**config.mk**
```make
export PLATFORM = sky130hd
export DESIGN_NAME = aes_enc_control
export DESIGN_NICKNAME = d
export VERILOG_FILES = /design/src/rtl/aes_ctrl_pkg.sv /design/src/rtl/aes_round_counter.sv /design/src/rtl/aes_enc_control.sv
export SDC_FILE = /design/constraint.sdc
export NUM_CORES = 1
export LEC_CHECK = 0
export ABC_CLOCK_PERIOD_IN_PS = 1800
export CAP_MARGIN = 20
export CORE_UTILIZATION = 35
export CTS_CLUSTER_DIAMETER = 60
export DETAILED_ROUTE_END_ITERATION = 8
export PLACE_DENSITY_LB_ADDON = 0.15
export SYNTH_ARGS = -nofsm -noshare
export SYNTH_HDL_FRONTEND = slang
export SYNTH_SLANG_ARGS = --single-unit
```
**constraint.sdc**
```tcl
create_clock -name clock -period 1.8 [get_ports clock]
set_input_delay 0.18 -clock clock [delete_from_list [all_inputs] [get_ports clock]]
set_output_delay 0.18 -clock clock [all_outputs]
set_load 0.02 [all_outputs]
```
**src/rtl/aes_ctrl_pkg.sv**
```systemverilog
// Shared definitions for the AES encryption and decryption round controllers:
// state encoding and round-count constants.
package aes_ctrl_pkg;

  localparam int NUM_ROUNDS = 10;
  localparam int ROUND_W    = 4;

  typedef enum logic [3:0] {
    S_IDLE   = 4'd0,
    S_EXPAND = 4'd1,
    S_ADD0   = 4'd2,
    S_SUB    = 4'd3,
    S_ROW    = 4'd4,
    S_COL    = 4'd5,
    S_ADD    = 4'd6,
    S_OUT    = 4'd7,
    S_DONE   = 4'd8
  } state_e;

endpackage

```
**src/rtl/aes_round_counter.sv**
```systemverilog
// Round-key index counter: clears to zero, saturating increment up to
// NUM_ROUNDS, and flags the final round.
module aes_round_counter
  import aes_ctrl_pkg::*;
(
  input  logic               clock_i,
  input  logic               reset_i,
  input  logic               load_zero_i,
  input  logic               incr_i,
  output logic [ROUND_W-1:0] round_idx_o,
  output logic               eq_final_o
);

  logic [ROUND_W-1:0] round_q;
  logic [ROUND_W-1:0] round_d;

  assign eq_final_o  = (round_q == ROUND_W'(NUM_ROUNDS));
  assign round_idx_o = round_q;

  // NOTE: round_d gets a default before any branch so no path leaves it
  // unassigned; otherwise synthesis would infer a latch.
  always_comb begin
    round_d = round_q;
    if (load_zero_i) begin
      round_d = '0;
    end else if (incr_i && !eq_final_o) begin
      round_d = round_q + 1'b1;
    end
  end

  // NOTE: state registers use non-blocking assignments so every flop samples
  // pre-edge values, matching hardware regardless of block ordering.
  always_ff @(posedge clock_i) begin
    if (reset_i) begin
      round_q <= '0;
    end else begin
      round_q <= round_d;
    end
  end

endmodule

```
**src/rtl/aes_enc_control.sv**
```systemverilog
// AES-128 encryption sequencer: drives key expansion, then ten rounds of
// SubBytes/ShiftRows/MixColumns/AddRoundKey enables on the datapath.
module aes_enc_control
  import aes_ctrl_pkg::*;
(
  input  logic               clock,
  input  logic               reset,
  input  logic               encrypt,
  input  logic               expand_done,
  output logic               init,
  output logic               key_init,
  output logic               key_step,
  output logic               store_key,
  output logic               en_add_key_out,
  output logic               en_reg_sub_out,
  output logic               en_reg_row_out,
  output logic               en_reg_col_out,
  output logic               is_final_round,
  output logic [ROUND_W-1:0] round_idx,
  output logic               en_Dout,
  output logic               done,
  output logic               busy
);

  state_e state_q;
  state_e state_d;
  logic   eq_final;
  logic   start;

  // Start is decoded combinationally so the plaintext and key loads happen in
  // the same cycle encrypt is seen.
  assign start    = ((state_q == S_IDLE) || (state_q == S_DONE)) && encrypt;
  assign init     = start;
  assign key_init = start;
  assign key_step = (state_q == S_EXPAND) && !expand_done;

  aes_round_counter u_round_counter (
    .clock_i     (clock),
    .reset_i     (reset),
    .load_zero_i ((state_q == S_EXPAND) && expand_done),
    .incr_i      ((state_q == S_ADD0) || (state_q == S_ADD)),
    .round_idx_o (round_idx),
    .eq_final_o  (eq_final)
  );

  always_comb begin
    state_d = state_q;
    unique case (state_q)
      S_IDLE, S_DONE: if (encrypt) state_d = S_EXPAND;
      S_EXPAND:       if (expand_done) state_d = S_ADD0;
      S_ADD0:         state_d = S_SUB;
      S_SUB:          state_d = S_ROW;
      S_ROW:          state_d = eq_final ? S_ADD : S_COL;
      S_COL:          state_d = S_ADD;
      S_ADD:          state_d = eq_final ? S_OUT : S_SUB;
      S_OUT:          state_d = S_DONE;
      default:        state_d = S_IDLE;
    endcase
  end

  // Moore outputs are registered from the next state so they line up with
  // the state they belong to without a decode path after the flops.
  always_ff @(posedge clock) begin
    if (reset) begin
      state_q        <= S_IDLE;
      store_key      <= 1'b0;
      en_add_key_out <= 1'b0;
      en_reg_sub_out <= 1'b0;
      en_reg_row_out <= 1'b0;
      en_reg_col_out <= 1'b0;
      is_final_round <= 1'b0;
      en_Dout        <= 1'b0;
      done           <= 1'b0;
      busy           <= 1'b0;
    end else begin
      state_q        <= state_d;
      store_key      <= (state_d == S_EXPAND);
      en_add_key_out <= (state_d == S_ADD0) || (state_d == S_ADD);
      en_reg_sub_out <= (state_d == S_SUB);
      en_reg_row_out <= (state_d == S_ROW);
      en_reg_col_out <= (state_d == S_COL);
      // The last-round S_ADD is the only one entered straight from S_ROW.
      is_final_round <= (state_d == S_ADD) && (state_q == S_ROW) && eq_final;
      en_Dout        <= (state_d == S_OUT);
      done           <= (state_d == S_DONE);
      busy           <= (state_d != S_IDLE) && (state_d != S_DONE);
    end
  end

endmodule

```
==> results_dict.tcl, run 1 <==
set metrics [dict create \
    crit_type "flip-flop to output port" \
    reg2reg_to "en_add_key_out" \
    pin_count 20 \
    irDropWorstVdd_v 0.000446 \
    globalRouteTotalUtil 0.138 \
    ys.flop_type "sky130_fd_sc_hd__dfxtp_1" \
    tritoncts.num_buffers 3 \
    holdWs_ns 0.567 \
    worst_hold_path_type "flip-flop to flip-flop" \
    setup_tns_ns 0 \
    final_max_slew_viol_count 0 \
    final-hold-violation-count 0 \
    timing.critical_path.arrival_ns 1.41 \
    ant_nets 0 \
    vias 640 \
    timing.hold.worst_path_depth 2 \
    postSynthCellCount 81 \
    n_antenna_cell 0 \
    maximum_number_of_pins_on_one_net_before_global_route_repair 14 \
    clock_tree.root_cell "sky130_fd_sc_hd__clkbuf_4" \
    yosys.cell_count.top_type "sky130_fd_sc_hd__dfxtp_1" \
    remaining_drc_errors 0 \
    detail_route.vias_per_cell 4.78 \
    dr.first_iter.drc_count 6 \
    synth_top_area_cell "sky130_fd_sc_hd__dfxtp_1" \
    clock_sinks 17 \
    synthArstFlopShare 0 \
    placement.io_buffers 19 \
    ctsHoldBuffers 0 \
    wl_met3_um 71 \
    post_drt_wl_per_cell_um 10.9 \
    worst-path-max-fanout 8 \
    design.final.nets 113 \
    crit_path_end_kind "output port" \
    initial_utilization 0.372 \
    multi_input_area_um2 418 \
    max-clock-path-buffers 2 \
    fp.coreArea_um2 2210 \
    top_layer_used "met4" \
    clk_latency_ns 0.29 \
    syn_area_um2 823 \
    postRouteWirelength_um 1470 \
    path_clk_slew_ns 0.10 \
    gr-total-overflow 0 \
    slew-limit-headroom 0.736 \
    post-cts-setup-buffer-count 0 \
    tightest_slew_ns 0.394 \
    fin_skew_ns 0.00423 \
    synth_edf_count 0 \
    maxCapViolCount 0 \
    gp_congestion 0.743 \
    floorplan.die_area_um2 2550 \
    timing.final.crit_period_ns 1.59 \
    first_global_vias 582 \
    crit-reg2reg-launch "u_round_counter.round_idx_o[0]" \
    yosys.cell_types.count 38 \
    drive_above_1_share 0.226 \
    run_status "finished clean" \
    place_hpwl_um 1140 \
    rsz0062_at_grt "false" \
    min_to "u_round_counter.round_idx_o[1]" \
    power_density_nw_per_um2 772 \
    ys_warn_count 0 \
    required_ns 1.62 \
    synthesis_to_finish_area_growth_pct 30.5 \
    timing.final.setup_violations 0 \
    worstRegToRegCells 5 \
    area.sequential_um2 340 \
    synth.top_cells.by_count "17 x sky130_fd_sc_hd__dfxtp_1, 12 x sky130_fd_sc_hd__nor2_1, 4 x sky130_fd_sc_hd__a21oi_1, 4 x sky130_fd_sc_hd__buf_6, 3 x sky130_fd_sc_hd__and2_1" \
    worst-r2r-setup-slack_ns 0.27 \
    nFillCells 232 \
    synthesis.area_per_instance_um2 10.2 \
    syn_nets 87 \
    met1_length_um 749 \
    synth.top_cell.area_share 0.413 \
    max_freq_ghz 0.629 \
    die-width_um 50.5 \
    power.total_mw 0.830 \
    y_dimension_of_the_die_um 50.5 \
    number_of_antenna_violations_at_the_first_check_in_global_routing 0 \
    cts.htree.levels 1 \
    dr_wl_met2_um 628 \
    crit_chain "nor3_1 > and2_1 > dlygate4sd2_1" \
    global_route_wire_length_before_repair_um 2560 \
    min-delay-start "u_round_counter.round_idx_o[1]" \
    max_stage_delay_ns 0.40 \
    ys_seq_area_frac 0.413 \
    synth_seq_cells 17 \
    critical-path-slowest-cell "sky130_fd_sc_hd__dfxtp_1" \
    total_leakage_power_nw 0.422 \
    detailedRoute.firstPassIterationCount 3 \
    layout_worst_path_cycle_share 0.883 \
    placementRows 17 \
    startpoint_type "flip-flop" \
    tritoncts_clock_tree "done" \
    synthTopCellsByArea "sky130_fd_sc_hd__dfxtp_1 41%, sky130_fd_sc_hd__buf_6 5.5%, sky130_fd_sc_hd__nor2_1 5.5%" \
]
-- cells by family (layout without fill, tap and decap cells) --
kind of cell	after synthesis	count (layout)	share of synthesized area
AND/OR/NAND/NOR	36	36	0.269
flip-flops	17	17	0.413
XOR/XNOR	3	3	0.0319
buffers and inverters	8	33	0.0790
AO/OA/AOI/OAI	15	15	0.176
adder cells (fa/ha/maj)	2	2	0.0304
-- state kept, by name, summed over array words and instances (netlist names) --
| register | cells |
|---|---|
| state_q | 4 |
| u_round_counter.round_idx_o | 4 |
| busy | 1 |
| done | 1 |
| en_Dout | 1 |
| en_add_key_out | 1 |
| en_reg_col_out | 1 |
| en_reg_row_out | 1 |
| en_reg_sub_out | 1 |
| is_final_round | 1 |
| store_key | 1 |
-- metrics by stage --
stage               area [um2]   util  setup WS [ns]  std cells
floorplan                  823      -          0.175         81
global placement          1050  0.475          0.160        130
detailed placement        1050  0.475          0.140        130
CTS                       1070  0.486          0.182        134
global route              1070  0.486          0.109        134
finish                    1070  0.486          0.211        134
-- power by group --
group / switching [mW] / total, mW / internal [mW]
registers: 0.0143 / 0.411 / 0.397
logic: 0.110 / 0.218 / 0.108
clock network: 0.118 / 0.201 / 0.0826
-- critical path, delay by kind of cell, from the launching register on --
| family | cells | cell delay (ns) |
|---|---|---|
| DFF | 1 | 0.40 |
| and+or+nand+nor | 2 | 0.38 |
| buffers and inverters | 1 | 0.33 |
-- cell usage in the layout, fill, tap and decap left out, drive strengths merged, types with 3 or more instances in the layout --
cell           Yosys  layout
clkbuf             1       3
nor2              12      12
clkdlybuf4s50      0      16
a21oi              4       4
dfxtp             17      17
dlygate4sd2        0       3
buf                5       8
and2               3       3
nand2              3       3
-- routing by layer --
metal,vias up,track usage
met2,16,0.202
met3,2,0.0545
met1,282,0.174
met5,-,0
met4,0,0.0694
li1,340,-
-- area by class of cell --
class	count	area share
clock inverters	1	0.00466
repair buffers	27	0.229
clock buffers	3	0.0210
inverters	2	0.00698
flip-flops and latches	17	0.317
well taps	28	0.0326
multi-input cells	56	0.389
-- timing repair --
item / 4_1_cts / 5_1_grt
endpoints found under the setup margin: 3 / 0
hold endpoints to repair: 0 / 0
resized for setup: 3 / 0
-- worst max-delay path by stage --
| stage | start | endpoint | slack [ns] | cells past startpoint |
|---|---|---|---|---|
| global placement | expand_done | key_step | 0.16 | 3 |
| finish | state_q[2] | key_init | 0.21 | 3 |
| floorplan | u_round_counter.round_idx_o[0] | en_add_key_out | 0.18 | 5 |
| global route | state_q[0] | key_step | 0.11 | 3 |
| CTS | state_q[2] | key_init | 0.18 | 3 |
| detailed placement | expand_done | key_step | 0.14 | 3 |
Note: power is estimated with default switching activity, not from simulation.
==> run 2: changes to the inputs <==
CAP_MARGIN = default   (was 20)
==> results of run 2 <==
The final DEF is identical to that of run 1; final timing and power are the same.
==> run 3: changes to the inputs <==
ABC_AREA = 1   (was default)
==> run 3 against run 2 <==
Clock skew shrank 0.0018 ns. Fmax shrank 3.2%. Flip-flop and latch count is the same. Total power shrank 5.7%. Sequential power shrank 1%. Via count grew 7.0%. Clock-buffer cell count is the same. Synthesized cell count grew 27%. Clock power grew 2%. Sequential share of layout area grew 2.6 points. Largest cell class is now registers.
==> results_dict.tcl, run 3 <==
set metrics [dict create \
    gp_congestion 0.801 \
    placementRows 16 \
    path_clk_slew_ns 0.10 \
    total_leakage_power_nw 0.466 \
    tritoncts_clock_tree "done" \
    placement.io_buffers 19 \
    place_hpwl_um 1130 \
    ctsResizeCount 3 \
    synthesis_to_finish_area_growth_pct 33.9 \
    placed_cells_incl_taps 149 \
    critPathCapture "key_step" \
    synthArstFlopShare 0 \
    remaining_drc_errors 0 \
    fin_skew_ns 0.00240 \
    crit-reg2reg-launch "u_round_counter.round_idx_o[0]" \
    most_frequent_standard_cell_in_the_layout_excluding_fill_and_tap_cells "sky130_fd_sc_hd__nand2_1" \
    cts.htree.levels 1 \
    ctsHoldBuffers 0 \
    clk_latency_ns 0.29 \
    syn_area_um2 742 \
    y_dimension_of_the_die_um 48.0 \
    n_antenna_cell 0 \
    clock_tree.root_cell "sky130_fd_sc_hd__clkbuf_4" \
    detail_route.vias_per_cell 4.48 \
    timing.final.setup_violations 0 \
    design.final.nets 133 \
    number_of_antenna_violations_at_the_first_check_in_global_routing 0 \
    ys_seq_area_frac 0.459 \
    max_freq_ghz 0.609 \
    ys_warn_count 0 \
    timing.critical_path.arrival_ns 1.46 \
    startpoint_type "flip-flop" \
    crit_type "flip-flop to output port" \
    globalRouteTotalUtil 0.153 \
    synthTopCellsByArea "sky130_fd_sc_hd__dfxtp_1 46%, sky130_fd_sc_hd__nand2_1 10%, sky130_fd_sc_hd__inv_1 9.1%" \
    ant_nets 0 \
    postRouteWirelength_um 1450 \
    detailedRoute.firstPassIterationCount 4 \
    first_global_vias 580 \
    irDropWorstVdd_v 0.000348 \
    postSynthCellCount 103 \
    initial_utilization 0.374 \
    setup_tns_ns 0 \
    run_status "finished clean" \
    max-clock-path-buffers 2 \
    cp-startpoint "state_q[0]" \
    post-cts-setup-buffer-count 0 \
    maxCapViolCount 0 \
    tritoncts.num_buffers 3 \
    final_max_slew_viol_count 0 \
    yosys.cell_count.top_type "sky130_fd_sc_hd__nand2_1" \
    yosys.cell_types.count 16 \
    layout_worst_path_cycle_share 0.912 \
    synthesis.area_per_instance_um2 7.20 \
    synth_seq_cells 17 \
    final_cells 153 \
    power.total_mw 0.782 \
    vias 685 \
    synth_top_area_cell "sky130_fd_sc_hd__dfxtp_1" \
    worstRegToRegCells 9 \
    synth_edf_count 0 \
    pin_count 20 \
    power_density_nw_per_um2 787 \
    dr.first_iter.drc_count 15 \
    syn_nets 109 \
    die-width_um 48.0 \
    final-hold-violation-count 0 \
    rsz0062_at_grt "false" \
    drive_above_1_share 0.0952 \
    tightest_slew_ns 0.319 \
    synth.top_cell.area_share 0.459 \
    gr-total-overflow 0 \
    reg2reg_to "busy" \
    timing.final.crit_period_ns 1.64 \
    worst-path-max-fanout 3 \
    post_drt_wl_per_cell_um 9.46 \
    clock_sinks 17 \
    maximum_number_of_pins_on_one_net_before_global_route_repair 11 \
    ys.flop_type "sky130_fd_sc_hd__dfxtp_1" \
    floorplan.die_area_um2 2310 \
    worst-r2r-setup-slack_ns 0.42 \
    worst_hold_path_type "flip-flop to flip-flop" \
    slew-limit-headroom 0.786 \
    synth.top_cells.by_count "20 x sky130_fd_sc_hd__nand2_1, 18 x sky130_fd_sc_hd__inv_1, 18 x sky130_fd_sc_hd__nor2_1, 17 x sky130_fd_sc_hd__dfxtp_1, 10 x sky130_fd_sc_hd__nand3_1" \
    global_route_wire_length_before_repair_um 2370 \
    most-common-layout-cells "20 x sky130_fd_sc_hd__nand2_1, 18 x sky130_fd_sc_hd__inv_1, 18 x sky130_fd_sc_hd__nor2_1" \
    required_ns 1.62 \
    crit_path_end_kind "output port" \
    fp.coreArea_um2 1980 \
]
run 3: changes by cell type in the layout (fill, tap and decap cells not counted), sizes merged, moves of 2 or more:
cell	before	now
xor2	2	0
a311oi	2	0
nand3	2	13
nor2	12	20
nor3b	2	0
and2	3	0
buf	8	2
nand2	3	20
o21ai	0	2
inv	2	18
and4b	2	0
run 3: routing by layer:
layer  up-vias  part of all wire  GRT usage
met4         0             0.023      0.100
met5         -                 0          0
met2        18              0.44      0.219
li1        360                 -          -
met1       303              0.49      0.204
met3         4             0.048     0.0340
run 3: area by class of cell:
cell class,instances,area [um2]
fill,206,988
sequential,17,340
multi-input combinational,65,319
timing repair buffer,21,201
inverter,19,71.3
tap,27,33.8
clock buffer,3,22.5
clock inverter,1,5.00
run 3: report_power, final:
| group | internal (mW) | switching (mW) | total (mW) |
|---|---|---|---|
| clock network | 0.0828 | 0.123 | 0.205 |
| logic | 0.0697 | 0.100 | 0.170 |
| registers | 0.395 | 0.0117 | 0.407 |
| total | 0.547 | 0.235 | 0.782 |
run 3: through the flow:
stage               utilization  cell area, um2  worst slack [ns]  hold slack, ns
global route              0.501             993            0.0465           0.561
detailed placement        0.489             970             0.147           0.515
CTS                       0.501             993             0.136           0.525
floorplan                     -             742             0.413           0.390
finish                    0.501             993             0.158           0.530
global placement          0.489             970             0.158           0.509
run 3: logic make-up after synthesis:
logic type               share of synthesized area
buffers and inverters                        0.111
AND/OR/NAND/NOR                              0.341
flip-flops                                   0.459
AO/OA/AOI/OAI                               0.0556
adder cells (fa/ha/maj)                     0.0337
run 3: how the worst min path moves through the flow:
stage	slack [ns]	startpoint	end	depth (start not counted)
CTS	0.52	encrypt	store_key	3
global placement	0.51	u_round_counter.round_idx_o[0]	u_round_counter.round_idx_o[0]	2
global route	0.56	encrypt	store_key	3
finish	0.53	u_round_counter.round_idx_o[0]	u_round_counter.round_idx_o[0]	2
floorplan	0.39	encrypt	store_key	2
detailed placement	0.52	u_round_counter.round_idx_o[0]	u_round_counter.round_idx_o[0]	2
run 3: worst max-delay path, cell delays in order (launching register included):
cell                            delay, ns
sky130_fd_sc_hd__dfxtp_1             0.36
sky130_fd_sc_hd__inv_1               0.08
sky130_fd_sc_hd__nor2_1              0.19
sky130_fd_sc_hd__nand3_1             0.15
sky130_fd_sc_hd__inv_1               0.07
sky130_fd_sc_hd__dlygate4sd2_1       0.32
==> variant 1 (config.mk and constraints of run 3) <==
The 9 states of `state_e` get a Gray code encoding in 4 bits.
--- a/src/rtl/aes_ctrl_pkg.sv
+++ b/src/rtl/aes_ctrl_pkg.sv
@@ -6,15 +6,15 @@
   localparam int ROUND_W    = 4;
 
   typedef enum logic [3:0] {
-    S_IDLE   = 4'd0,
-    S_EXPAND = 4'd1,
-    S_ADD0   = 4'd2,
-    S_SUB    = 4'd3,
-    S_ROW    = 4'd4,
-    S_COL    = 4'd5,
-    S_ADD    = 4'd6,
-    S_OUT    = 4'd7,
-    S_DONE   = 4'd8
+    S_IDLE   = 4'b0000,
+    S_EXPAND = 4'b0001,
+    S_ADD0   = 4'b0011,
+    S_SUB    = 4'b0010,
+    S_ROW    = 4'b0110,
+    S_COL    = 4'b0111,
+    S_ADD    = 4'b0101,
+    S_OUT    = 4'b0100,
+    S_DONE   = 4'b1100
   } state_e;
 
 endpackage
Function: same outputs for any inputs over 10 cycles, from zero or initial values and one cycle with reset high; not proved beyond that.
==> variant 1 against run 3 <==
Via count increased by 0.44%; sequential cell count stayed put; design area up 2.5%; clock skew shrank 0.0013 ns; synthesized cell count rose by 2.9%; global-route usage fell by 2.6 points; cell count grew 0.65%; synthesized area rose by 4.9%; core utilization grew 0.24 points; routed wire length rose by 0.35%; setup slack got worse by 0.0020 ns.
Power is not compared: it rests on default switching activity, and its combinational part moved more than twofold at a synthesized area within 25%.
==> variant 1: results (changes against run 3) <==
.. list-table::
   :header-rows: 1

   * - Metric
     - Value
   * - Cell count after synthesis
     - 106 (was 103)
   * - Worst Path Arrival
     - 1.46 ns (about the same)
   * - Sum of met3 wire segment lengths after detailed routing
     - 86 um (was 70 um)
   * - Top cells by instance count after synthesis
     - 26 x sky130_fd_sc_hd__nand2_1, 17 x sky130_fd_sc_hd__dfxtp_1, 14 x sky130_fd_sc_hd__nor2_1 (was 20 x sky130_fd_sc_hd__nand2_1, 18 x sky130_fd_sc_hd__inv_1, 18 x sky130_fd_sc_hd__nor2_1)
   * - Family of cells with the greatest summed delay on the critical path
     - simple AND/OR/NAND/NOR gates (was buffers and inverters)
   * - Number of nets in the layout
     - 134 (was 133)
   * - Met1 track demand over resource in global routing
     - 15.1% (was 20.4%)
   * - Met3 layer usage reported by global route
     - 4.98% (was 3.40%)
   * - Detailed-route wire length on metal 1
     - 635 um (was 705 um)
   * - Global-route wire length before repair
     - 2360 um (was 2370 um)
   * - Drt total wl
     - 1450 um (about the same)
   * - Worst-path fanout max
     - 6 (was 3)
   * - Fill cell total of the finished layout
     - 208 (was 206)
   * - Synth top area cells
     - sky130_fd_sc_hd__dfxtp_1 44%, sky130_fd_sc_hd__nand2_1 13%, sky130_fd_sc_hd__nor2_1 6.8% (was sky130_fd_sc_hd__dfxtp_1 46%, sky130_fd_sc_hd__nand2_1 10%, sky130_fd_sc_hd__inv_1 9.1%)
   * - Number of distinct standard cells referenced by the synthesized netlist
     - 22 (was 16)
   * - Placed instance count
     - 150 (was 149)
   * - Setup crit end
     - init (was key_step)
   * - Sequential-to-total area share from yosys stat
     - 43.7% (was 45.9%)
   * - Result of the run
     - completed (unchanged)
   * - Worst setup path start
     - state_q[1] (was state_q[0])
   * - Period utilisation layout
     - 91.3% (was 91.2%)
   * - Register-to-Register Path Depth
     - 7 (was 9)
   * - Post-layout power
     - 1020 uW
   * - M2 GR Usage
     - 21.2% (was 21.9%)
   * - Via-per-instance ratio
     - 4.47 (was 4.48)
   * - Layout cell share with drive strength beyond 1
     - 15.7% (was 9.52%)
   * - Routed length per instance
     - 9.43 um (was 9.46 um)
   * - Vias in the first global route
     - 572 (was 580)
   * - Max-Slew Margin vs Limit
     - 77.6% (was 78.6%)
   * - Critical R2R Capture
     - en_Dout (was busy)
   * - Final HPWL DP
     - 1120 um (was 1130 um)
   * - Global-route total usage across every layer
     - 12.7% (was 15.3%)
   * - Last weighted congestion value of the routability-driven placer
     - 0.760 (was 0.801)
[variant 1: cell types whose count changed in the layout (fill, tap and decap cells not counted), sizes merged, moves of 2 or more]
cell | before | now
nand3 | 13 | 4
inv | 18 | 16
nor3b | 0 | 2
buf | 2 | 0
nor3 | 1 | 4
nand2 | 20 | 28
nor2 | 20 | 22
[variant 1: final cells by class]
| class | instances | area [um2] | area share (%) |
|---|---|---|---|
| inverter | 17 | 65.1 | 6.39 |
| clock buffer | 4 | 26.3 | 2.58 |
| timing repair buffer | 19 | 186 | 18.3 |
| tap | 27 | 33.8 | 3.32 |
| multi-input combinational | 70 | 367 | 36.0 |
| sequential | 17 | 340 | 33.4 |
[variant 1: logic make-up (layout without fill, tap and decap cells)]
logic type / Yosys count / in the layout / share of synthesized area (%)
AND/OR/NAND/NOR: 61 / 61 / 38.4
AO/OA/AOI/OAI: 7 / 7 / 4.82
buffers and inverters: 19 / 40 / 9.81
adder cells (fa/ha/maj): 2 / 2 / 3.21
flip-flops: 17 / 17 / 43.7
[variant 1: how the worst min path moves through the flow]
stage / startpoint / endpoint / slack [ns] / cells past startpoint
2_1_floorplan: expand_done / en_add_key_out / 0.39 / 2
3_3_place_gp: u_round_counter.round_idx_o[3] / u_round_counter.round_idx_o[3] / 0.49 / 2
3_5_place_dp: u_round_counter.round_idx_o[3] / u_round_counter.round_idx_o[3] / 0.51 / 2
4_1_cts: u_round_counter.round_idx_o[3] / u_round_counter.round_idx_o[3] / 0.52 / 2
5_1_grt: u_round_counter.round_idx_o[3] / u_round_counter.round_idx_o[3] / 0.56 / 2
6_report: u_round_counter.round_idx_o[3] / u_round_counter.round_idx_o[3] / 0.52 / 2
[variant 1: timing repair]
action	in CTS	in global routing
endpoints found under the setup margin	3	0
resized for setup	4	0
buffers inserted	0	0
endpoints found under the hold margin	0	0
==> variant 2 (config.mk and constraints of run 3) <==
Made on the original files. Set the package constant `ROUND_W` to 3 (it was 4).
--- a/src/rtl/aes_ctrl_pkg.sv
+++ b/src/rtl/aes_ctrl_pkg.sv
@@ -3,7 +3,7 @@
 package aes_ctrl_pkg;
 
   localparam int NUM_ROUNDS = 10;
-  localparam int ROUND_W    = 4;
+  localparam int ROUND_W    = 3;
 
   typedef enum logic [3:0] {
     S_IDLE   = 4'd0,
Interface: changed (resized round_idx); port bits go from 20 to 19. The function was not compared with the original's and may differ.
==> variant 2 against run 3 <==
Critical path depth fell by 1; routed wire length down 13%; sequential power shrank 4%; global-route usage is 0.59 points lower; synthesized area down 9.4%; setup slack improved by 0.054 ns; synthesized cell count down 15%; cell count fell by 12%; power is 0.50% higher; fmax increased by 3.4%; sequential cell count decreased by 1; via count fell by 12%; design area fell by 8.1%; clock power rose by 15%; highest routed layer unchanged.
==> variant 2: results (changes against run 3) <==
.. list-table::
   :header-rows: 1

   * - Metric
     - Value
   * - Fill cell total of the finished layout
     - 182 (was 206)
   * - Detail Route met2 WL
     - 552 um (was 638 um)
   * - Result of the run
     - completed (unchanged)
   * - Placed instance count
     - 130 (was 149)
   * - Number of nets in the synthesized netlist
     - 94 (was 109)
   * - Worst Path Arrival
     - 1.41 ns (was 1.46 ns)
   * - Number of vias in the routed layout
     - 602 (was 685)
   * - Post-place setup slack
     - 0.155 ns (was 0.147 ns)
   * - Layout cell share with drive strength beyond 1
     - 12.8% (was 9.52%)
   * - Setup crit end
     - init (was key_step)
   * - Cell count after synthesis
     - 88 (was 103)
   * - Top cells by instance count after synthesis
     - 16 x sky130_fd_sc_hd__dfxtp_1, 16 x sky130_fd_sc_hd__nor2_1, 13 x sky130_fd_sc_hd__inv_1 (was 20 x sky130_fd_sc_hd__nand2_1, 18 x sky130_fd_sc_hd__inv_1, 18 x sky130_fd_sc_hd__nor2_1)
   * - Global-route total usage across every layer
     - 14.7% (was 15.3%)
   * - Drt total wl
     - 1260 um (was 1450 um)
   * - Static power due to leakage
     - 0.000398 uW (was 0.000466 uW)
   * - Number of nets in the layout
     - 116 (was 133)
   * - Via-per-instance ratio
     - 4.49 (was 4.48)
   * - Worst setup path start
     - state_q[1] (was state_q[0])
   * - Iteration-0 DRC count of the detailed router
     - 10 (was 15)
   * - Sum of met3 wire segment lengths after detailed routing
     - 111 um (was 70 um)
   * - Global-route wire length before repair
     - 2150 um (was 2370 um)
   * - Time the final worst path needs with I/O delays and setup
     - 1.59 ns (was 1.64 ns)
   * - Worst clock skew
     - 0.00658 ns (was 0.00240 ns)
   * - Max-Slew Margin vs Limit
     - 83.0% (was 78.6%)
   * - Vias in the first global route
     - 480 (was 580)
   * - Sequential-to-total area share from yosys stat
     - 47.7% (was 45.9%)
   * - Final HPWL DP
     - 979 um (was 1130 um)
   * - Number of distinct standard cells referenced by the synthesized netlist
     - 18 (was 16)
   * - Gates resized, CTS repair
     - 4 (was 3)
## variant 2: changes by cell type in the layout (fill, tap and decap cells not counted), moves of 2 or more
cell / delta
sky130_fd_sc_hd__nor2_1: -2
sky130_fd_sc_hd__dfxtp_1: -2
sky130_fd_sc_hd__nand3_2: -2
sky130_fd_sc_hd__nor3_1: +3
sky130_fd_sc_hd__inv_1: -5
sky130_fd_sc_hd__nand2_1: -8
## variant 2: report_power, final
group	total (uW)	internal [uW]	switching, uW
logic	161	65.9	95.1
registers	390	374	15.8
clock network	236	123	112
total	786	563	223
## variant 2: how the worst min path moves through the flow
stage	start	to	slack (ns)	depth (start not counted)
6_report	u_round_counter.round_idx_o[0]	u_round_counter.round_idx_o[0]	0.51	2
3_3_place_gp	u_round_counter.round_idx_o[0]	u_round_counter.round_idx_o[0]	0.49	2
2_1_floorplan	reset	en_add_key_out	0.25	1
4_1_cts	u_round_counter.round_idx_o[0]	u_round_counter.round_idx_o[0]	0.52	2
3_5_place_dp	u_round_counter.round_idx_o[0]	u_round_counter.round_idx_o[0]	0.51	2
5_1_grt	u_round_counter.round_idx_o[0]	u_round_counter.round_idx_o[0]	0.56	2
## variant 2: area by class of cell
type	instances	area (um2)	area share (%)
Timing Repair Buffer	19	184	20.1
Clock buffer	4	36.3	3.97
Inverter	14	53.8	5.89
Sequential cell	16	322	35.2
Multi-Input combinational cell	56	287	31.4
Tap cell	25	31.3	3.42
## variant 2: worst min-delay path, cell delays in order (launching register included)
cell and delay [ns]:
sky130_fd_sc_hd__dfxtp_1 0.34, sky130_fd_sc_hd__nand2_1 0.07, sky130_fd_sc_hd__a21oi_1 0.06
## variant 2: per-layer routing
metal	global-route usage (%)	vias to the layer above
met5	0	-
met4	3.53	0
met3	7.14	2
met2	21.7	21
met1	19.2	259
li1	-	320
## variant 2: cells by family (layout without fill, tap and decap cells)
family                     count (synthesis)  in the layout  synth area share [%]
buffers and inverters                     16             37                  9.68
and+or+nand+nor                           48             48                  33.3
adders and majority gates                  2              2                  3.72
AOI/OAI and AO/OA                          6              6                  5.59
DFF                                       16             16                  47.7
## variant 2: per-stage QoR
stage	instance area (um2)	util [%]
2_1_floorplan	672	-
3_3_place_gp	880	49.9
3_5_place_dp	880	49.9
4_1_cts	913	51.8
5_1_grt	913	51.8
6_report	913	51.8
